--- src/rtl/ctrl_iw_server.sv ---
// ctrl_iw_server: instruction-word server for the SRC controller.
// Stores the stage allocation program, which a host loads while prog=1. In run
// mode it answers each ptr_req with the next instruction word and a one-cycle
// iw_valid strobe. It wraps to slot 0 after the last stage, or after a word
// whose lstg_f bit is set.
// Ports:
//   clk, rst        clock, synchronous active-high reset
//   prog            1 = program-load mode, 0 = run mode
//   prog_we         append strobe, honoured only while prog=1
//   prog_wdata      instruction word to append
//   ptr_req         controller request for the next instruction (level)
//   instr_word      current instruction, stable between fetches
//   iw_valid        one-cycle strobe when instr_word has just been updated
//   pc              slot index of the next word to be served
//   prog_len        number of words loaded
//   prog_err        sticky flag: a write was attempted while the program was full
//   busy            server is not idle
module ctrl_iw_server #(
  parameter  int unsigned REGFILE_ADDR_WIDTH = 2,
  parameter  int unsigned DATA_ADDR_WIDTH    = 4,
  parameter  int unsigned PROG_SIZE          = 32,
  localparam int unsigned IW   = 2 + 2*REGFILE_ADDR_WIDTH + 4*DATA_ADDR_WIDTH,
  localparam int unsigned PC_W = $clog2(PROG_SIZE)
) (
  input  logic          clk,
  input  logic          rst,
  input  logic          prog,
  input  logic          prog_we,
  input  logic [IW-1:0] prog_wdata,
  input  logic          ptr_req,
  output logic [IW-1:0] instr_word,
  output logic          iw_valid,
  output logic [PC_W-1:0] pc,
  output logic [PC_W:0] prog_len,
  output logic          prog_err,
  output logic          busy
);

  typedef enum logic [1:0] {IDLE, FETCH, VALID, RELEASE} state_e;

  state_e          state_q, state_d;
  logic [IW-1:0]   instr_word_q, instr_word_d;
  logic            iw_valid_q, iw_valid_d;
  logic [PC_W-1:0] pc_q, pc_d;
  logic [PC_W:0]   prog_len_q, prog_len_d;
  logic            prog_err_q, prog_err_d;
  logic            prog_prev_q, prog_prev_d;
  logic            busy_q, busy_d;

  logic [IW-1:0]   mem_q [PROG_SIZE];
  logic            mem_we;
  logic [PC_W-1:0] mem_waddr;
  logic            prog_rise;
  logic [PC_W:0]   len_base;

  assign prog_rise = prog & ~prog_prev_q;

  // Next-state, program load and pc sequencing.
  always_comb begin
    state_d      = state_q;
    instr_word_d = instr_word_q;
    iw_valid_d   = 1'b0;
    pc_d         = pc_q;
    prog_len_d   = prog_len_q;
    prog_err_d   = prog_err_q;
    prog_prev_d  = prog;
    mem_we       = 1'b0;
    mem_waddr    = '0;
    // A write coinciding with the prog rise lands in slot 0 of the fresh program.
    len_base     = prog_rise ? '0 : prog_len_q;

    if (prog) begin
      state_d    = IDLE;
      pc_d       = '0;
      prog_len_d = len_base;
      if (prog_rise) prog_err_d = 1'b0;
      if (prog_we) begin
        if (len_base < (PC_W+1)'(PROG_SIZE)) begin
          mem_we     = 1'b1;
          mem_waddr  = len_base[PC_W-1:0];
          prog_len_d = len_base + (PC_W+1)'(1);
        end else begin
          prog_err_d = 1'b1;
        end
      end
    end else begin
      unique case (state_q)
        IDLE: begin
          if (ptr_req && (prog_len_q != '0)) state_d = FETCH;
        end
        FETCH: begin
          instr_word_d = mem_q[pc_q];
          iw_valid_d   = 1'b1;
          state_d      = VALID;
        end
        VALID: begin
          // Wrap on the stage-end flag of the word just served or at the last loaded slot.
          if (instr_word_q[IW-1] || ({1'b0, pc_q} == (prog_len_q - (PC_W+1)'(1))))
            pc_d = '0;
          else
            pc_d = pc_q + PC_W'(1);
          state_d = RELEASE;
        end
        RELEASE: begin
          if (!ptr_req) state_d = IDLE;
        end
        default: state_d = IDLE;
      endcase
    end

    busy_d = (state_d != IDLE);
  end

  // State and output registers.
  always_ff @(posedge clk) begin
    if (rst) begin
      state_q      <= IDLE;
      instr_word_q <= '0;
      iw_valid_q   <= 1'b0;
      pc_q         <= '0;
      prog_len_q   <= '0;
      prog_err_q   <= 1'b0;
      prog_prev_q  <= 1'b0;
      busy_q       <= 1'b0;
    end else begin
      state_q      <= state_d;
      instr_word_q <= instr_word_d;
      iw_valid_q   <= iw_valid_d;
      pc_q         <= pc_d;
      prog_len_q   <= prog_len_d;
      prog_err_q   <= prog_err_d;
      prog_prev_q  <= prog_prev_d;
      busy_q       <= busy_d;
    end
  end

  // Program store; contents survive reset and only become reachable through prog_len.
  always_ff @(posedge clk) begin
    if (mem_we) mem_q[mem_waddr] <= prog_wdata;
  end

  assign instr_word = instr_word_q;
  assign iw_valid   = iw_valid_q;
  assign pc         = pc_q;
  assign prog_len   = prog_len_q;
  assign prog_err   = prog_err_q;
  assign busy       = busy_q;

endmodule

--- config.mk ---
export PLATFORM = sky130hd
export DESIGN_NAME = ctrl_iw_server
export DESIGN_NICKNAME = d
export VERILOG_FILES = /design/src/rtl/ctrl_iw_server.sv
export SDC_FILE = /design/constraint.sdc
export NUM_CORES = 1
export LEC_CHECK = 0
export CORE_MARGIN = 4
export CORE_UTILIZATION = 65
export CTS_CLUSTER_DIAMETER = 80
export CTS_CLUSTER_SIZE = 20
export DETAILED_ROUTE_END_ITERATION = 12
export GPL_ROUTABILITY_DRIVEN = 0
export PLACE_DENSITY = 0.9
export SLEW_MARGIN = 10
export SYNTH_ARGS = -nofsm -noshare
export SYNTH_HDL_FRONTEND = slang
export SYNTH_SLANG_ARGS = --single-unit
--- constraint.sdc ---
create_clock -name clk -period 12.87 [get_ports clk]
set_clock_uncertainty 0.15 [all_clocks]
set_input_delay 3.2175 -clock clk [delete_from_list [all_inputs] [get_ports clk]]
set_output_delay 3.2175 -clock clk [all_outputs]
set_load 0.03 [all_outputs]
* Word-level counts from Yosys, hierarchy flattened
Memories as Yosys holds them, arrays and structs flattened. A register that Yosys moved wholly into a read port is not among the register bits.
Index checks and enable logic that the tools add are counted.
** Word-level totals
- Bits of input ports :: 27
- Memories :: 1
- Output and inout bits :: 36
- Flip-flop bits (word level) :: 17
- Logic and storage cells :: 46
- RAM bits :: 704
** Operators by class
- Add/subtract/negate cells :: 3
- Equal/unequal tests :: 4
- Mux-type cells :: 20
- Reduce and logical (&&, ||, !) cells :: 7
- Bitwise logic cells :: 3
- $lt $le $gt $ge :: 1
** Memory list
- mem_q :: depth 32, bits a word 22, read ports 1, clocked after Yosys merged registers in 1, write ports 1, line 50 : logic [IW-1:0] mem_q [PROG_SIZE];
** Operator list (count)
- $mux W5 :: 4
- $mux W6 :: 3
- $mux W1 :: 9
- $pmux W2 S4 :: 1
- $add A6 B1 Y6 const B :: 1
- $eq A5 B6 Y1 :: 1
- $lt A6 B6 Y1 const B :: 1
- $mux W2 :: 3
- $reduce_bool A6 Y1 :: 1
- $sub A6 B1 Y6 const B :: 1
- $add A5 B1 Y5 const B :: 1
- $eq A2 B2 Y1 const B :: 2
- $eq A2 B1 Y1 const B :: 1
- $logic_not A2 Y1 :: 1
- $not A1 Y1 :: 2
- $reduce_and A2 Y1 :: 1
- $reduce_bool A2 Y1 :: 1
- $reduce_or A2 Y1 :: 1
- $and A1 B1 Y1 :: 1
- $logic_and A1 B1 Y1 :: 1
- $logic_or A1 B1 Y1 :: 1

* Depth between registers and ports, before layout
Gate-level depths: netlist of run 1.
- Depth in word-level cells :: 9
- Depth in mapped cells :: 9
- Depth with buffers taken out :: 7

* Least setup slack after synthesis of run 1
OpenSTA, ideal clock, no wires.
- Path kind :: input -> register
- From :: input port prog
- To :: memory mem_q[14][0] (netlist name) (enable)
- Data required time :: 12.319 ns
- Data arrival time :: 5.781 ns
- Setup slack :: 6.538 ns
- Cell stages on the path :: 8
- Buffers on the path :: 3
- Setup time :: 0.401 ns
- Cells stage by stage :: clkbuf_1 clkbuf_1 nor2b_1 nor2_1 ha_1 or3_1 clkbuf_1 nor2_1
** Between the ends
- Cells in the longest elaborated chain, start to end :: 8
- Elaborated cells on any way between the ends :: 11
- Those cells by class :: order compare (1); mux (9); bitwise (1)
** RTL lines
- start: declaration :: line 27 : input logic prog,
- $and A1 B1 Y1 :: line 56 : assign prog_rise = prog & ~prog_prev_q;
- $mux W6 :: line 70 : len_base = prog_rise ? '0 : prog_len_q;
- $lt A6 B6 Y1 :: line 78 : if (len_base < (PC_W+1)'(PROG_SIZE)) begin
- $mux W1 :: line 78
- $mux W1 :: line 77 : if (prog_we) begin
- $mux W1 :: line 72 : if (prog) begin
- $mux W1 :: line 139 : if (mem_we) mem_q[mem_waddr] <= prog_wdata;
- $mux W1 (not written as such) :: line 139
- end: declaration :: line 50
Several ways; a longest one is shown, not always the timed one.

* Worst setup path after layout of run 1
- From :: input port prog
- To :: memory mem_q[22][10] (netlist name) (enable)
Same word-level chain as after synthesis.

==> flow_summary.json, run 1 <==
{
  "status": "complete, no violations",
  "numCtsBuffers": 43,
  "fmax_ghz": 0.149,
  "area_enclosed_by_the_die_boundary_mm2": 0.0478,
  "fp.dieH_um": 219,
  "power_density_mw_per_mm2": 133,
  "cp_num_cells": 6,
  "ctsRootBufferMaster": "clkbuf_16",
  "finalWorstPathRequiredPeriod_ps": 6730,
  "yosys-mux-area-fraction": 0.153,
  "cts_max_level": 2,
  "antenna_found_initial": 3,
  "fin_tns_setup_ps": 0,
  "avgViaCountPerCell": 7.19,
  "leakage_power_uw": 0.00912,
  "post-route-drc-count": 0,
  "path_class": "in2reg",
  "worstSkewPairLatency_ps": 600,
  "dieWidth_um": 219,
  "slew_headroom": 0.157,
  "cp-start-kind": "primary input",
  "timing_worst_slew_pin_value_ps": 1260,
  "initial_util": 0.663,
  "wl_per_cell_um": 34.3,
  "input_output_buffers": 62,
  "via_count": 15100,
  "drt_wl_total_um": 72000,
  "ys_seq_area_frac": 0.761,
  "synth.largest_area_cell": "edfxtp_1",
  "synthArstFlopShare": 0,
  "synthSimpleGateAreaFrac": 0.0259,
  "yosys_warnings": 0,
  "hold_path_class": "reg2reg",
  "synth_adder_area_share": 0.00217,
  "number_of_setup_violations_in_the_final_report": 0,
  "nets": 1509,
  "cts.sink_count": 743,
  "finalHoldViolations": 0,
  "max_stage_delay_ps": 1090,
  "vdd_drop_max_uv": 90.6,
  "grt_pass1_vias": 15000,
  "tritoncts_clock_tree": "built",
  "synth.distinct_cells": 51,
  "core.rowCount": 76,
  "synthesis.nets": 1450,
  "syn-cell-area_mm2": 0.0288,
  "crit_path_cell_trace": "clkdlybuf4s50_1 -> nor2b_1 -> nor2_1 -> ha_1 -> or3_1 -> nor2_2",
  "post_synth_edffs": 704,
  "number_of_antenna_violating_nets_in_the_routed_design": 0,
  "postSynthCellCount": 1418,
  "postCtsHoldBufs": 0,
  "groute.usage.overall": 0.308,
  "synth_largest_type_area_fraction": 0.734,
  "cp_max_fo": 22,
  "synth_xor_area_frac": 0.00304,
  "clock_path_buffers": 3,
  "largest_net_degree_at_the_start_of_global_routing": 127,
  "synth_compound_area_frac": 0.0390,
  "syn_avg_cell_area_um2": 20.3,
  "drt-initial-drc-count": 2890,
  "cap_violations": 0,
  "yosys-top-cells-area": "edfxtp_1 73%, mux4_2 10%, dfxtp_1 2.7%, mux2_2 2.7%, mux2i_1 2.0%",
  "rsz0062_at_grt": "no",
  "ratio_of_cells_with_drive_above_1_in_the_final_layout": 0.223,
  "timing.reg2reg.worst_path_depth": 5,
  "largest_family_of_logic_cells_by_synthesized_area": "multiplexers",
  "fin_crit_sh": 0.523,
  "final-max-slew-violation-count": 0,
  "cpLargestDelayFamily": "simple AND/OR/NAND/NOR gates",
  "post_cts_buffers": 0,
  "stdcell_area_mm2": 0.0314,
  "final_common_cell": "edfxtp_1",
  "detailedRoute.firstPassIterationCount": 9,
  "clock_pin_slew_reported_for_the_worst_setup_and_hold_paths_after_clock_tree_synthesis_ps": 90,
  "io_pins": 63,
  "grt_overflow_total": 0,
  "power.total_uw": 4170,
  "worstPathArrival_ps": 6780,
  "cp.required_ps": 12920,
  "cp.buffers_inverters": 1,
  "grt_first_pass_wirelength_um": 105000,
  "design.core.area_mm2": 0.0435,
  "post_cts_resize_count": 0,
  "end_kind": "flop",
  "most_used_cells_in_the_layout_excluding_fill_and_tap_cells": "704 x edfxtp_1, 133 x mux4_2, 75 x nand2_1, 69 x mux2_2, 59 x clkdlybuf4s50_1",
  "dpl.hpwl_um": 40500,
  "yosys_most_used_dff": "edfxtp_1",
  "final-instance-count-excl-fill": 2098,
  "post_place_instance_area_mm2": 0.0301,
  "placedCellCount": 2016,
  "timing.hold.worst_path_depth": 1,
  "area.growth.synth_to_final_pct": 9.12,
  "cpMaxStageDelayCell": "nor2_2",
  "yosys_register_bits": 743
}
==> final timing paths <==
path / end / slack, ps / startpoint
setup reg to reg: instr_word[7] / 9040 / pc[0]
hold reg to reg: instr_word[18] / 380 / instr_word[18]
setup / recovery: mem_q[22][10] / 6140 / prog
hold / removal: instr_word[18] / 380 / instr_word[18]
==> cell families after synthesis <==
group | after synthesis
AND/OR/NAND/NOR | 168
adder cells (fa/ha/maj) | 5
XOR/XNOR | 10
multiplexers | 263
buffers and inverters | 91
flip-flops | 743
AO/OA/AOI/OAI | 138
==> metrics by stage <==
step	setup WS, ps	hold WS (ps)	utilization
CTS	6230	371	0.722
finish	6140	380	0.724
floorplan	6540	361	-
global placement	5900	341	0.693
global route	6030	403	0.724
detailed placement	5650	351	0.693
==> state kept, by name, indices dropped and copies added (netlist names) <==
| register | count |
|---|---|
| busy | 1 |
| instr_word | 22 |
| iw_valid | 1 |
| mem_q | 704 |
| pc | 5 |
| prog_err | 1 |
| prog_len | 6 |
| prog_prev_q | 1 |
| state_q | 2 |
==> cell usage after synthesis (all sizes together), types with 9 or more instances <==
cell	count
o21a	14
nand2	75
a22oi	9
nor2b	11
mux2	72
dfxtp	39
nand3	9
buf	45
o211ai	22
a221oi	22
a32o	22
nor2	47
clkbuf	41
mux2i	58
o2111ai	21
mux4	133
edfxtp	704
==> layer usage <==
metal,up-vias,part of all wire,global-route usage
met2,1291,0.46,0.469
met4,4,0.041,0.104
met1,7615,0.34,0.440
met5,-,0.0017,0.0167
met3,208,0.15,0.0880
li1,5958,-,-
==> layout make-up <==
type | count | area, um2
tap | 585 | 732
multi-input combinational | 584 | 6550
sequential | 743 | 21900
fill | 2313 | 12000
clock inverter | 4 | 71.3
clock buffer | 76 | 1220
timing repair buffer | 100 | 911
inverter | 5 | 18.8
antenna | 1 | 2.50
==> where the power goes <==
group / switching (uW) / leakage [uW] / internal [uW] / total [uW]
clock: 752 / 0.000612 / 673 / 1430
combinational: 72.2 / 0.00185 / 22.8 / 95.0
sequential: 3.69 / 0.00665 / 2640 / 2650
==> worst register-to-register path, cell delays in order (launching register included) <==
cell,delay (ps)
dfxtp_4,980
buf_12,740
mux4_2,760
mux2i_1,500
o211ai_1,260
a32o_1,320
No activity file was read; power rests on OpenSTA's default activity.
==> run 2, diff against run 1 <==
--- a/config.mk
+++ b/config.mk
@@ -6,12 +6,12 @@
 export NUM_CORES = 1
 export LEC_CHECK = 0
 export CORE_MARGIN = 4
-export CORE_UTILIZATION = 65
+export CORE_UTILIZATION = 62
 export CTS_CLUSTER_DIAMETER = 80
 export CTS_CLUSTER_SIZE = 20
 export DETAILED_ROUTE_END_ITERATION = 12
 export GPL_ROUTABILITY_DRIVEN = 0
-export PLACE_DENSITY = 0.9
+export PLACE_DENSITY = 0.87
 export SLEW_MARGIN = 10
 export SYNTH_ARGS = -nofsm -noshare
 export SYNTH_HDL_FRONTEND = slang
==> constraint.sdc (replaced) <==
create_clock -name clk -period 6.89 [get_ports clk]
set_clock_uncertainty 0.15 [all_clocks]
set_input_delay 1.7225 -clock clk [delete_from_list [all_inputs] [get_ports clk]]
set_output_delay 1.7225 -clock clk [all_outputs]
set_load 0.03 [all_outputs]
==> run 2 against run 1 <==
Effect of this change:
- routed wire length decreased by 4.6%
- cell area up 0.33%
- hold slack better by 4.1 ps
- core utilization decreased by 3.3 points
- global-route usage down 3.4 points
- combinational power grew 77%
- largest cell class unchanged
- clock power increased by 83%
==> flow_summary.json, run 2 (synthesized netlist as in run 1, its figures left out) <==
{
  "status": "complete, no violations",
  "cap_violations": 0,
  "avgViaCountPerCell": 7.01,
  "layout.core_utilization": 0.691,
  "finalHoldViolations": 0,
  "rsz0062_at_grt": "no",
  "most_used_cells_in_the_layout_excluding_fill_and_tap_cells": "704 x edfxtp_1, 133 x mux4_2, 75 x nand2_1, 69 x mux2_2, 61 x clkdlybuf4s50_1",
  "vdd_drop_max_uv": 158,
  "wl_per_cell_um": 32.3,
  "finalWorstPathRequiredPeriod_ps": 4750,
  "area.growth.synth_to_final_pct": 9.49,
  "detailedRoute.firstPassIterationCount": 7,
  "nFillCells": 2672,
  "tritoncts_clock_tree": "built",
  "post-route-drc-count": 0,
  "finalWorstSetupSlack_ps": 2140,
  "final-max-slew-violation-count": 0,
  "fmax_ghz": 0.211,
  "cp.buffers_inverters": 2,
  "cp.required_ps": 6950,
  "reg2reg_setup_slack_ps": 2750,
  "input_output_buffers": 62,
  "leakage_power_uw": 0.00919,
  "grt_pass1_vias": 14700,
  "post_cts_resize_count": 0,
  "fin_crit_sh": 0.689,
  "area_enclosed_by_the_die_boundary_mm2": 0.0500,
  "via_count": 14900,
  "cpLargestDelayFamily": "simple AND/OR/NAND/NOR gates",
  "cts_max_level": 2,
  "final-instance-count-excl-fill": 2129,
  "number_of_setup_violations_in_the_final_report": 0,
  "grt_overflow_total": 0,
  "numCtsBuffers": 43,
  "hold_path_class": "reg2reg",
  "clock_pin_slew_reported_for_the_worst_setup_and_hold_paths_after_clock_tree_synthesis_ps": 80,
  "post_cts_buffers": 0,
  "groute.usage.overall": 0.274,
  "cts.sink_count": 743,
  "nets": 1526,
  "slew_headroom": 0.179,
  "power_density_mw_per_mm2": 245,
  "drt_wl_total_um": 68700,
  "timing_worst_slew_pin_value_ps": 1230,
  "detailedPlace.worstSlack_ps": 1570,
  "placedCellCount": 2049,
  "path_class": "in2reg",
  "dpl.hpwl_um": 39600,
  "largest_register_ffs": 704,
  "cp-start-kind": "primary input",
  "end_kind": "flop",
  "initial_util": 0.631,
  "fin_tns_setup_ps": 0,
  "worst_hold_slack_ps": 384,
  "core.rowCount": 78,
  "antenna_found_initial": 4,
  "ratio_of_cells_with_drive_above_1_in_the_final_layout": 0.229,
  "clock_path_buffers": 3,
  "cp_max_fo": 22,
  "ctsRootBufferMaster": "clkbuf_16",
  "max_stage_delay_ps": 990,
  "crit_path_cell_trace": "clkdlybuf4s50_1 -> buf_4 -> nor2b_1 -> nor2_1 -> ha_1 -> or3_1 -> nor2_2",
  "number_of_antenna_violating_nets_in_the_routed_design": 0,
  "worstPathArrival_ps": 4810,
  "io_pins": 63,
  "postCtsHoldBufs": 0,
  "grt_first_pass_wirelength_um": 99800,
  "worstSkewPairLatency_ps": 590,
  "registers.top_by_ff_count": "mem_q",
  "design.core.area_mm2": 0.0457,
  "drt-initial-drc-count": 2704,
  "fp.dieH_um": 224,
  "cpMaxStageDelayCell": "nor2_2",
  "dieWidth_um": 224,
  "final_common_cell": "edfxtp_1",
  "largest_net_degree_at_the_start_of_global_routing": 111
}
[run 2: cell types whose count changed in the layout (fill, tap and decap cells not counted), sizes merged]
cell	delta
clkinv	-2
clkbuf	+1
diode	+1
bufinv	-1
clkdlybuf4s50	+2
buf	+15
[run 2: worst register-to-register path: stages, from the launching register on]
cell and delay (ps):
dfxtp_4 680, buf_4 720, buf_4 840, mux2_2 450, a221oi_1 710, o211ai_1 210
a32o_1 300
[run 2: layout make-up]
| class | instances | area [um2] | area share |
|---|---|---|---|
| well taps | 600 | 751 | 0.0238 |
| inverters | 5 | 18.8 | 0.000595 |
| multi-input cells | 584 | 6530 | 0.207 |
| flip-flops and latches | 743 | 21900 | 0.695 |
| clock buffers | 77 | 1250 | 0.0395 |
| repair buffers | 117 | 1040 | 0.0330 |
| diodes | 2 | 5.00 | 0.000159 |
| clock inverters | 1 | 20.0 | 0.000635 |
[run 2: routing by layer]
layer / GRT usage / vias up / wire length [um]
met3: 0.0625 / 162 / 9400
met2: 0.422 / 1191 / 32200
met1: 0.411 / 7585 / 24800
li1: - / 5983 / -
met4: 0.0718 / 6 / 2150
met5: 0 / - / 41
[run 2: worst paths after layout]
check | from | endpoint | cells past startpoint
worst max-delay path | prog | mem_q[14][16] | 7
worst min-delay path | instr_word[11] | instr_word[11] | 1
worst max register to register | pc[0] | instr_word[3] | 6
worst min register to register | instr_word[11] | instr_word[11] | 1
[run 2: through the flow]
stage	total power [uW]	cell area (um2)
CTS	7740	31500
detailed placement	5210	30300
global placement	5200	30300
floorplan	5090	28800
global route	7940	31500
finish	7730	31600
[run 2: power by group]
| part | leakage, uW | switching, uW | internal [uW] |
|---|---|---|---|
| registers | 0.00665 | 6.07 | 4940 |
| logic | 0.00194 | 124 | 44.2 |
| clock network | 0.000602 | 1380 | 1240 |
